<file path="src/rtl/trb_mem_arbiter.sv">
// trb_mem_arbiter: shares one single-port trace RAM between a write and a read requester
// with mode-dependent preference, bounded starvation and a registered read-return path.
module trb_mem_arbiter #(
    parameter int DEPTH    = 1024,
    parameter int WIDTH    = 32,
    parameter int MAX_WAIT = 3,
    localparam int AW      = $clog2(DEPTH),
    localparam int CW      = $clog2(MAX_WAIT + 1)
) (
    input  logic             CLK_I,
    input  logic             RST_NI,
    input  logic             MODE_I,
    input  logic             WR_REQ_I,
    input  logic [AW-1:0]    WR_PTR_I,
    input  logic [WIDTH-1:0] WR_DATA_I,
    output logic             WR_GNT_O,
    input  logic             RD_REQ_I,
    input  logic [AW-1:0]    RD_PTR_I,
    output logic             RD_GNT_O,
    output logic [WIDTH-1:0] RD_DATA_O,
    output logic             RD_VALID_O,
    output logic             MEM_EN_O,
    output logic             MEM_WE_O,
    output logic [AW-1:0]    MEM_ADDR_O,
    output logic [WIDTH-1:0] MEM_WDATA_O,
    input  logic [WIDTH-1:0] MEM_RDATA_I
);
    localparam logic [CW-1:0] MAXC = CW'(MAX_WAIT);

    logic [CW-1:0] wcnt, rcnt;
    logic          rd_s1;

    // a starved loser overrides the mode preference
    always_comb begin
        WR_GNT_O = WR_REQ_I & (!RD_REQ_I | (MODE_I ? wcnt == MAXC : rcnt != MAXC));
        RD_GNT_O = RD_REQ_I & !WR_GNT_O;
    end

    always_ff @(posedge CLK_I or negedge RST_NI) begin
        if (!RST_NI) begin
            wcnt        <= '0;
            rcnt        <= '0;
            MEM_EN_O    <= 1'b0;
            MEM_WE_O    <= 1'b0;
            MEM_ADDR_O  <= '0;
            MEM_WDATA_O <= '0;
            rd_s1       <= 1'b0;
            RD_VALID_O  <= 1'b0;
            RD_DATA_O   <= '0;
        end else begin
            wcnt        <= (WR_REQ_I && !WR_GNT_O) ? (wcnt == MAXC ? wcnt : wcnt + 1'b1) : '0;
            rcnt        <= (RD_REQ_I && !RD_GNT_O) ? (rcnt == MAXC ? rcnt : rcnt + 1'b1) : '0;
            MEM_EN_O    <= WR_GNT_O | RD_GNT_O;
            MEM_WE_O    <= WR_GNT_O;
            if (WR_GNT_O) begin
                MEM_ADDR_O  <= WR_PTR_I;
                MEM_WDATA_O <= WR_DATA_I;
            end else if (RD_GNT_O) begin
                MEM_ADDR_O  <= RD_PTR_I;
            end
            // RAM samples the read command one edge later; its data is captured the edge after
            rd_s1       <= MEM_EN_O & ~MEM_WE_O;
            RD_VALID_O  <= rd_s1;
            if (rd_s1) RD_DATA_O <= MEM_RDATA_I;
        end
    end
endmodule
</file>
<file path="config.mk">
export PLATFORM = sky130hd
export DESIGN_NAME = trb_mem_arbiter
export DESIGN_NICKNAME = d
export VERILOG_FILES = /design/src/rtl/trb_mem_arbiter.sv
export SDC_FILE = /design/constraint.sdc
export NUM_CORES = 1
export LEC_CHECK = 0
export ABC_AREA = 1
export BUFFER_PORTS_ARGS = -buffer_cell sky130_fd_sc_hd__buf_2
export CORE_AREA = 2 2 93 95
export DETAILED_ROUTE_END_ITERATION = 12
export DIE_AREA = 0 0 95 97
export GPL_ROUTABILITY_DRIVEN = 0
export PLACE_DENSITY = 0.83
export SLEW_MARGIN = 20
export SYNTH_ARGS = -nofsm -noshare
export SYNTH_HDL_FRONTEND = slang
export SYNTH_SLANG_ARGS = --single-unit
</file>
<file path="constraint.sdc">
create_clock -name CLK_I -period 1.3 [get_ports CLK_I]
set_input_delay 0.195 -clock CLK_I [delete_from_list [all_inputs] [get_ports CLK_I]]
set_output_delay 0.195 -clock CLK_I [all_outputs]
set_load 0.02 [all_outputs]
</file>
==> results of run 1 <==
[worst max-delay path by stage]
stage / startpoint / slack, ps / end / cells after the start
2_1_floorplan: wcnt[0]$_DFFE_PN0P_ / -100 / RD_GNT_O / 7
3_3_place_gp: rcnt[0]$_DFFE_PN0P_ / -40 / MEM_ADDR_O[1]$_DFFE_PN0P_ / 8
3_5_place_dp: rcnt[1]$_DFFE_PN0P_ / -90 / rcnt[0]$_DFFE_PN0P_ / 9
4_1_cts: rcnt[0]$_DFFE_PN0P_ / -340 / RD_GNT_O / 8
5_1_grt: wcnt[1]$_DFFE_PN0P_ / -410 / RD_GNT_O / 7
6_report: wcnt[1]$_DFFE_PN0P_ / -330 / RD_GNT_O / 7
[cell usage in the layout (no fill, tap or decap), drive strengths merged]
| cell | count |
|---|---|
| nand2 | 110 |
| mux2 | 32 |
| dlygate4sd3 | 1 |
| inv | 9 |
| buf | 189 |
| nor2 | 7 |
| ha | 2 |
| nand3 | 31 |
| mux2i | 2 |
| nand4 | 1 |
| clkbuf | 11 |
| bufinv | 1 |
| clkinv | 1 |
| bufbuf | 1 |
| dfrtp | 82 |
| xor2 | 2 |
| clkinvlp | 2 |
[state kept, by name, indices dropped and copies added (netlist names)]
signal / count
MEM_ADDR_O: 10
MEM_EN_O: 1
MEM_WDATA_O: 32
MEM_WE_O: 1
RD_DATA_O: 32
RD_VALID_O: 1
rcnt: 2
rd_s1: 1
wcnt: 2
[stage by stage]
stage | std cells | setup TNS, ps | total power [mW]
CTS | 584 | -6310 | 6.37
detailed placement | 560 | -2150 | 4.42
global placement | 560 | -967 | 4.37
global route | 589 | -10410 | 6.70
floorplan | 290 | -96.1 | 3.82
finish | 589 | -6720 | 6.32
[worst max-delay path, stage by stage (launching register included)]
cell and delay [ps]:
dfrtp_1 420, ha_4 180, nand2_2 70, nand3_2 100
nand2_4 100, inv_6 40, nor2_4 70, buf_6 120
[layer usage]
metal | global-route usage, % | up-vias | routed length, um
met3 | 3.89 | 9 | 565
li1 | - | 1314 | -
met4 | 6.35 | 0 | 102
met5 | 0 | - | 0
met2 | 29.6 | 119 | 3970
met1 | 21.0 | 1276 | 3290
[power by group through the flow]
stage | registers (mW) | logic (mW) | clock network, mW
5_1_grt | 3.03 | 1.60 | 2.07
2_1_floorplan | 3.41 | 0.412 | 0
4_1_cts | 3.00 | 1.45 | 1.92
6_report | 3.00 | 1.47 | 1.85
3_5_place_dp | 3.05 | 1.37 | 0
3_3_place_gp | 3.03 | 1.34 | 0
[kinds of logic (layout without fill, tap and decap cells)]
kind of cell	after synthesis	in the layout	share of synthesized area, %
AND/OR/NAND/NOR	149	149	19.0
flip-flops	82	82	63.7
buffers and inverters	21	215	4.08
adder cells (fa/ha/maj)	2	2	0.777
XOR/XNOR	2	2	0.544
multiplexers	34	34	11.8
[what timing repair did]
action,4_1_cts,5_1_grt
hold endpoints to repair,82,0
pin swaps,4,4
setup buffers,5,4
resized for setup,13,16
endpoints found under the setup margin,46,47
hold buffers,1,0
cloned,2,2
[final cells by class]
type                            count  area (sq um)
Tap cell                          105           131
Multi-Input combinational cell    187          1110
Fill cell                         729          3420
Timing Repair Buffer              193          1190
Sequential cell                    82          2050
Clock inverter                      7          76.3
Inverter                            6          27.5
Clock buffer                        9           124
==> impl_metrics.yaml, run 1 <==
status:
  outcome: "finished with violations"
  failed_checks: "setup timing"
clock_tree:
  clk_pin_slew_worst_paths_ps: 90
  cts_root_buf: "clkbuf_8"
  h-tree-depth: 3
  clock-sinks: 82
  clock_path_buffers: 2
  cts_tree: "yes"
  numCtsBuffers: 9
  insertion_delay_ps: 340
final_layout:
  final_cell_area_sq_um: 4720
  antennaDiodeCount: 0
  area_growth_pct: 46.5
  nets: 570
  utilization_pct: 58.0
  drive_gt1_share_pct: 53.3
placed_design:
  placed_area_sq_um: 4240
  dp_slack_ps: -87.9
  port_buffers: 167
  hpwl_um: 5520
setup_path:
  critPathLaunchType: "flip-flop"
  r2r_slack_ps: -210
  reg2regPathDepth: 10
  critPathKind: "reg -> out"
  path_max_fanout: 4
  critPathRequiredTime_ps: 1110
  timing.rr.start: "wcnt[1]$_DFFE_PN0P_"
  crit_path_end_kind: "output pin"
  arrival_ps: 1430
  r2r-end: "MEM_WDATA_O[18]$_DFFE_PN0N_"
sta:
  finalHoldViolations: 0
  hold_slack_ps: 41.4
  rsz0062_at_grt: "yes"
  setup_viol: 47
  slew_headroom_pct: 71.7
  period_needed_ps: 1630
  skew_ps: 7.19
  fmax_ghz: 0.614
  worst_slew_pin_slew_ps: 424
  setup_ws_ps: -329
  period_share_pct: 125
  slew_viol_final: 0
hold_path:
  holdPathEnd: "MEM_WDATA_O[30]$_DFFE_PN0N_"
  whs_path_depth: 3
  hp-class: "in -> reg"
  hp-start: "WR_DATA_I[30]"
power:
  seq_power_share_pct: 47.4
  power_frac_clock_pct: 29.3
  switching_share_pct: 30.8
  leakage_nw: 2.55
  pwr-share-comb_pct: 23.3
  powerDensity_nw_per_um2: 1340
  p_int_mw: 4.37
  p_switching_mw: 1.94
  ir_worst_vdd_mv: 0.565
synth:
  synth_edf_count: 0
  syn_area_per_cell_sq_um: 11.1
  synth_cell_types: 19
  yosysMostFrequentCell: "nand2_1"
  yosys_warnings: 0
  synth_top_cell_by_area: "dfrtp_1"
  ys_seq_elements: 82
  synthTopCellsByArea: "dfrtp_1, nand2_1, mux2_2"
  async_flop_share_pct: 100
  synth_area_sq_um: 3220
  ys_seq_area_share_pct: 63.7
  ys.flop_type: "dfrtp_1"
  syn-num-nets: 381
  netlist.area_leader.share_pct: 63.7
  synthCells: 290
  synthTopCellsByCount: "nand2_1, dfrtp_1, mux2_2, nand3_1"
floorplan:
  dieArea_sq_um: 9220
  start_util_pct: 39.6
  dieWidth_um: 95
  die_h_um: 97
  ios: 168
  rows: 33
  core_sq_um: 8130
route:
  via_count: 2718
  ant_nets: 0
  drt_iter0_drc: 57
  vias_per_cell: 4.61
  drt_wl_total_um: 7930
  drcViolationCount: 0
  drt_pass1_iterations: 4
  wl_per_cell_um: 13.5
global_route:
  antenna_found_initial: 0
  grt_max_degree: 83
  grt_pass1_vias: 2611
  grt_pass1_wl_um: 12400
  grt.total_usage_pct: 17.3
  gr-total-overflow: 0
run:
  maxCapViolCount: 0
No activity file was read; power rests on OpenSTA's default activity.
==> run 2, diff against run 1 <==
--- a/config.mk
+++ b/config.mk
@@ -5,13 +5,12 @@
 export SDC_FILE = /design/constraint.sdc
 export NUM_CORES = 1
 export LEC_CHECK = 0
-export ABC_AREA = 1
 export BUFFER_PORTS_ARGS = -buffer_cell sky130_fd_sc_hd__buf_2
-export CORE_AREA = 2 2 93 95
+export CORE_AREA = 2 2 92 94
 export DETAILED_ROUTE_END_ITERATION = 12
-export DIE_AREA = 0 0 95 97
+export DIE_AREA = 0 0 94 96
 export GPL_ROUTABILITY_DRIVEN = 0
-export PLACE_DENSITY = 0.83
+export PLACE_DENSITY = 0.85
 export SLEW_MARGIN = 20
 export SYNTH_ARGS = -nofsm -noshare
 export SYNTH_HDL_FRONTEND = slang
==> impl_metrics.yaml, run 2 <==
sta:
  skew_ps: 13.1
  period_share_pct: 150
  fmax_ghz: 0.512
  worst_slew_pin_slew_ps: 457
  finalHoldViolations: 0
  slew_viol_final: 0
  rsz0062_at_grt: "yes"
  period_needed_ps: 1950
  slew_headroom_pct: 69.5
  setup_viol: 49
  setup_ws_ps: -651
final_layout:
  drive_gt1_share_pct: 72.4
  final_cell_area_sq_um: 4960
  most-common-layout-cells: "buf_2, dfrtp_1, mux2_4, mux2_2, buf_4"
  nets: 496
  final_cells: 515
  area_growth_pct: 53.2
  top_regs: "MEM_WDATA_O: 32 flops, RD_DATA_O: 32 flops, MEM_ADDR_O: 10 flops"
  layout_commonest_cell: "buf_2"
  antennaDiodeCount: 0
  utilization_pct: 61.6
floorplan:
  dieArea_sq_um: 9020
  rows: 33
  ios: 168
  start_util_pct: 40.2
  dieWidth_um: 94
  die_h_um: 96
  core_sq_um: 8050
synth:
  syn-num-nets: 298
  synth_cell_types: 21
  ys_seq_area_share_pct: 63.4
  yosys_warnings: 0
  async_flop_share_pct: 100
  synthCells: 207
  synthTopCellsByArea: "dfrtp_1, mux2_2, mux2i_1"
  synth_area_sq_um: 3240
  netlist.area_leader.share_pct: 63.4
  ys_seq_elements: 82
  synth_edf_count: 0
  ys.flop_type: "dfrtp_1"
  synth_top_cell_by_area: "dfrtp_1"
  syn_area_per_cell_sq_um: 15.6
  yosysMostFrequentCell: "dfrtp_1"
  synthTopCellsByCount: "dfrtp_1, mux2_2, mux2i_1"
placed_design:
  hpwl_um: 5480
  placed_area_sq_um: 4460
  placedCellCount: 487
  dp_slack_ps: -484
  port_buffers: 167
global_route:
  gr-total-overflow: 0
  grt.total_usage_pct: 17.2
  grt_max_degree: 83
  antenna_found_initial: 0
  grt_pass1_vias: 2431
  grt_pass1_wl_um: 11700
power:
  power_frac_clock_pct: 31.3
  seq_power_share_pct: 44.2
  ir_worst_vdd_mv: 0.653
  p_int_mw: 4.97
  p_switching_mw: 1.89
  leakage_nw: 2.54
  powerDensity_nw_per_um2: 1380
  pwr-share-comb_pct: 24.5
  switching_share_pct: 27.6
setup_path:
  reg2regPathDepth: 7
  critPathKind: "reg -> out"
  r2r-end: "MEM_WDATA_O[27]$_DFFE_PN0N_"
  cpMaxStageDelayCell: "dfrtp_1"
  crit_buf_inv: 3
  timing.rr.start: "wcnt[0]$_DFFE_PN0P_"
  critPathRequiredTime_ps: 1110
  slowest_delay_ps: 400
  path_max_fanout: 3
  arrival_ps: 1760
  crit_path_frequent_cell: "buf_6"
  r2r_slack_ps: -530
  critPathTopFamily: "flip-flops"
  critPathLaunchType: "flip-flop"
  crit_path_end_kind: "output pin"
  cp_cell_sequence: "ha_2 -> and2_4 -> o31ai_4 -> buf_6 -> clkinvlp_4 -> nor2_4 -> buf_6"
clock_tree:
  insertion_delay_ps: 340
  clock_path_buffers: 2
  h-tree-depth: 3
  clock-sinks: 82
  cts_root_buf: "clkbuf_8"
  clk_pin_slew_worst_paths_ps: 90
  numCtsBuffers: 9
  cts_tree: "yes"
route:
  drt_pass1_iterations: 3
  drcViolationCount: 0
  via_count: 2380
  drt_iter0_drc: 46
  vias_per_cell: 4.62
  wl_per_cell_um: 14.7
  drt_wl_total_um: 7590
  ant_nets: 0
hold_path:
  holdPathEnd: "MEM_WDATA_O[11]$_DFFE_PN0N_"
  whs_path_depth: 2
  hp-start: "WR_DATA_I[11]"
  hp-class: "in -> reg"
status:
  outcome: "finished with violations"
  failed_checks: "setup timing"
run:
  maxCapViolCount: 0
-- run 2: changes by cell type after synthesis, sizes merged, moves of 4 or more --
cell and delta:
nand2 -99, mux2 +32, o221a +10, nor3 +4
mux2i +10, nand3 -31, nor2 -5
-- run 2: cell families (layout without fill, tap and decap cells) --
group	after synthesis	count (layout)	share of synthesized area [%]
and+or+nand+nor	20	20	2.71
muxes	76	76	26.0
DFF	82	82	63.4
xor gates and xnor gates	2	2	0.541
AOI/OAI and AO/OA	11	11	4.13
adders and majority gates	2	2	0.773
buffers and inverters	14	217	2.51
-- run 2: repair_timing --
item                       in CTS  in global routing
buffers inserted                6                  2
gates cloned                    3                  1
hold endpoints to repair       82                  0
pin swaps                       4                  0
resized for setup              24                  3
hold buffers                    1                  0
setup endpoints to repair      49                 49
-- run 2: routing by layer --
| metal | vias to the layer above | part of all wire, % | GRT usage [%] |
|---|---|---|---|
| li1 | 1134 | - | - |
| met1 | 1118 | 41 | 20.8 |
| met2 | 108 | 50 | 29.3 |
| met3 | 20 | 6.5 | 4.23 |
| met4 | 0 | 2.4 | 7.49 |
| met5 | - | 0 | 0 |
-- run 2: worst reg2reg max path, cell delays in order, from the launching register on --
cell and delay, ps:
dfrtp_1 400, ha_2 190, and2_4 140, o31ai_4 200
buf_4 160, buf_12 150, clkbuf_16 170, mux2_4 290
-- run 2: area by class of cell --
type                    instances  area (sq um)
fillers                       643          3090
flip-flops and latches         82          2050
multi-input cells             111          1290
repair buffers                198          1230
clock buffers                  11           131
well taps                     105           131
clock inverters                 5           103
inverters                       3          15.0
-- run 2: worst max-delay path by stage --
| stage | from | to | slack (ps) | cells after the start |
|---|---|---|---|---|
| after detailed placement | wcnt[0]$_DFFE_PN0P_ | MEM_WDATA_O[29]$_DFFE_PN0N_ | -480 | 5 |
| after global routing | wcnt[0]$_DFFE_PN0P_ | RD_GNT_O | -740 | 7 |
| final | wcnt[0]$_DFFE_PN0P_ | RD_GNT_O | -650 | 7 |
| after floorplan | wcnt[0]$_DFFE_PN0P_ | RD_GNT_O | -620 | 6 |
| after global placement | wcnt[1]$_DFFE_PN0P_ | RD_GNT_O | -460 | 7 |
| after CTS | wcnt[0]$_DFFE_PN0P_ | RD_GNT_O | -640 | 7 |
-- run 2: per-stage QoR --
step                hold WS (ps)  setup TNS [ps]  power [mW]
detailed placement           257          -19040        4.67
floorplan                   -101          -21060        4.01
finish                      74.9          -21920        6.86
global placement             250          -17810        4.61
CTS                         54.0          -20410        6.94
global route                44.9          -24820        7.22
-- run 2: power by group through the flow --
stage	Combinational (mW)	Clock, mW	Sequential (mW)
floorplan	0.553	0	3.46
global placement	1.55	0	3.06
detailed placement	1.59	0	3.08
CTS	1.69	2.22	3.04
global route	1.80	2.34	3.07
finish	1.68	2.15	3.03
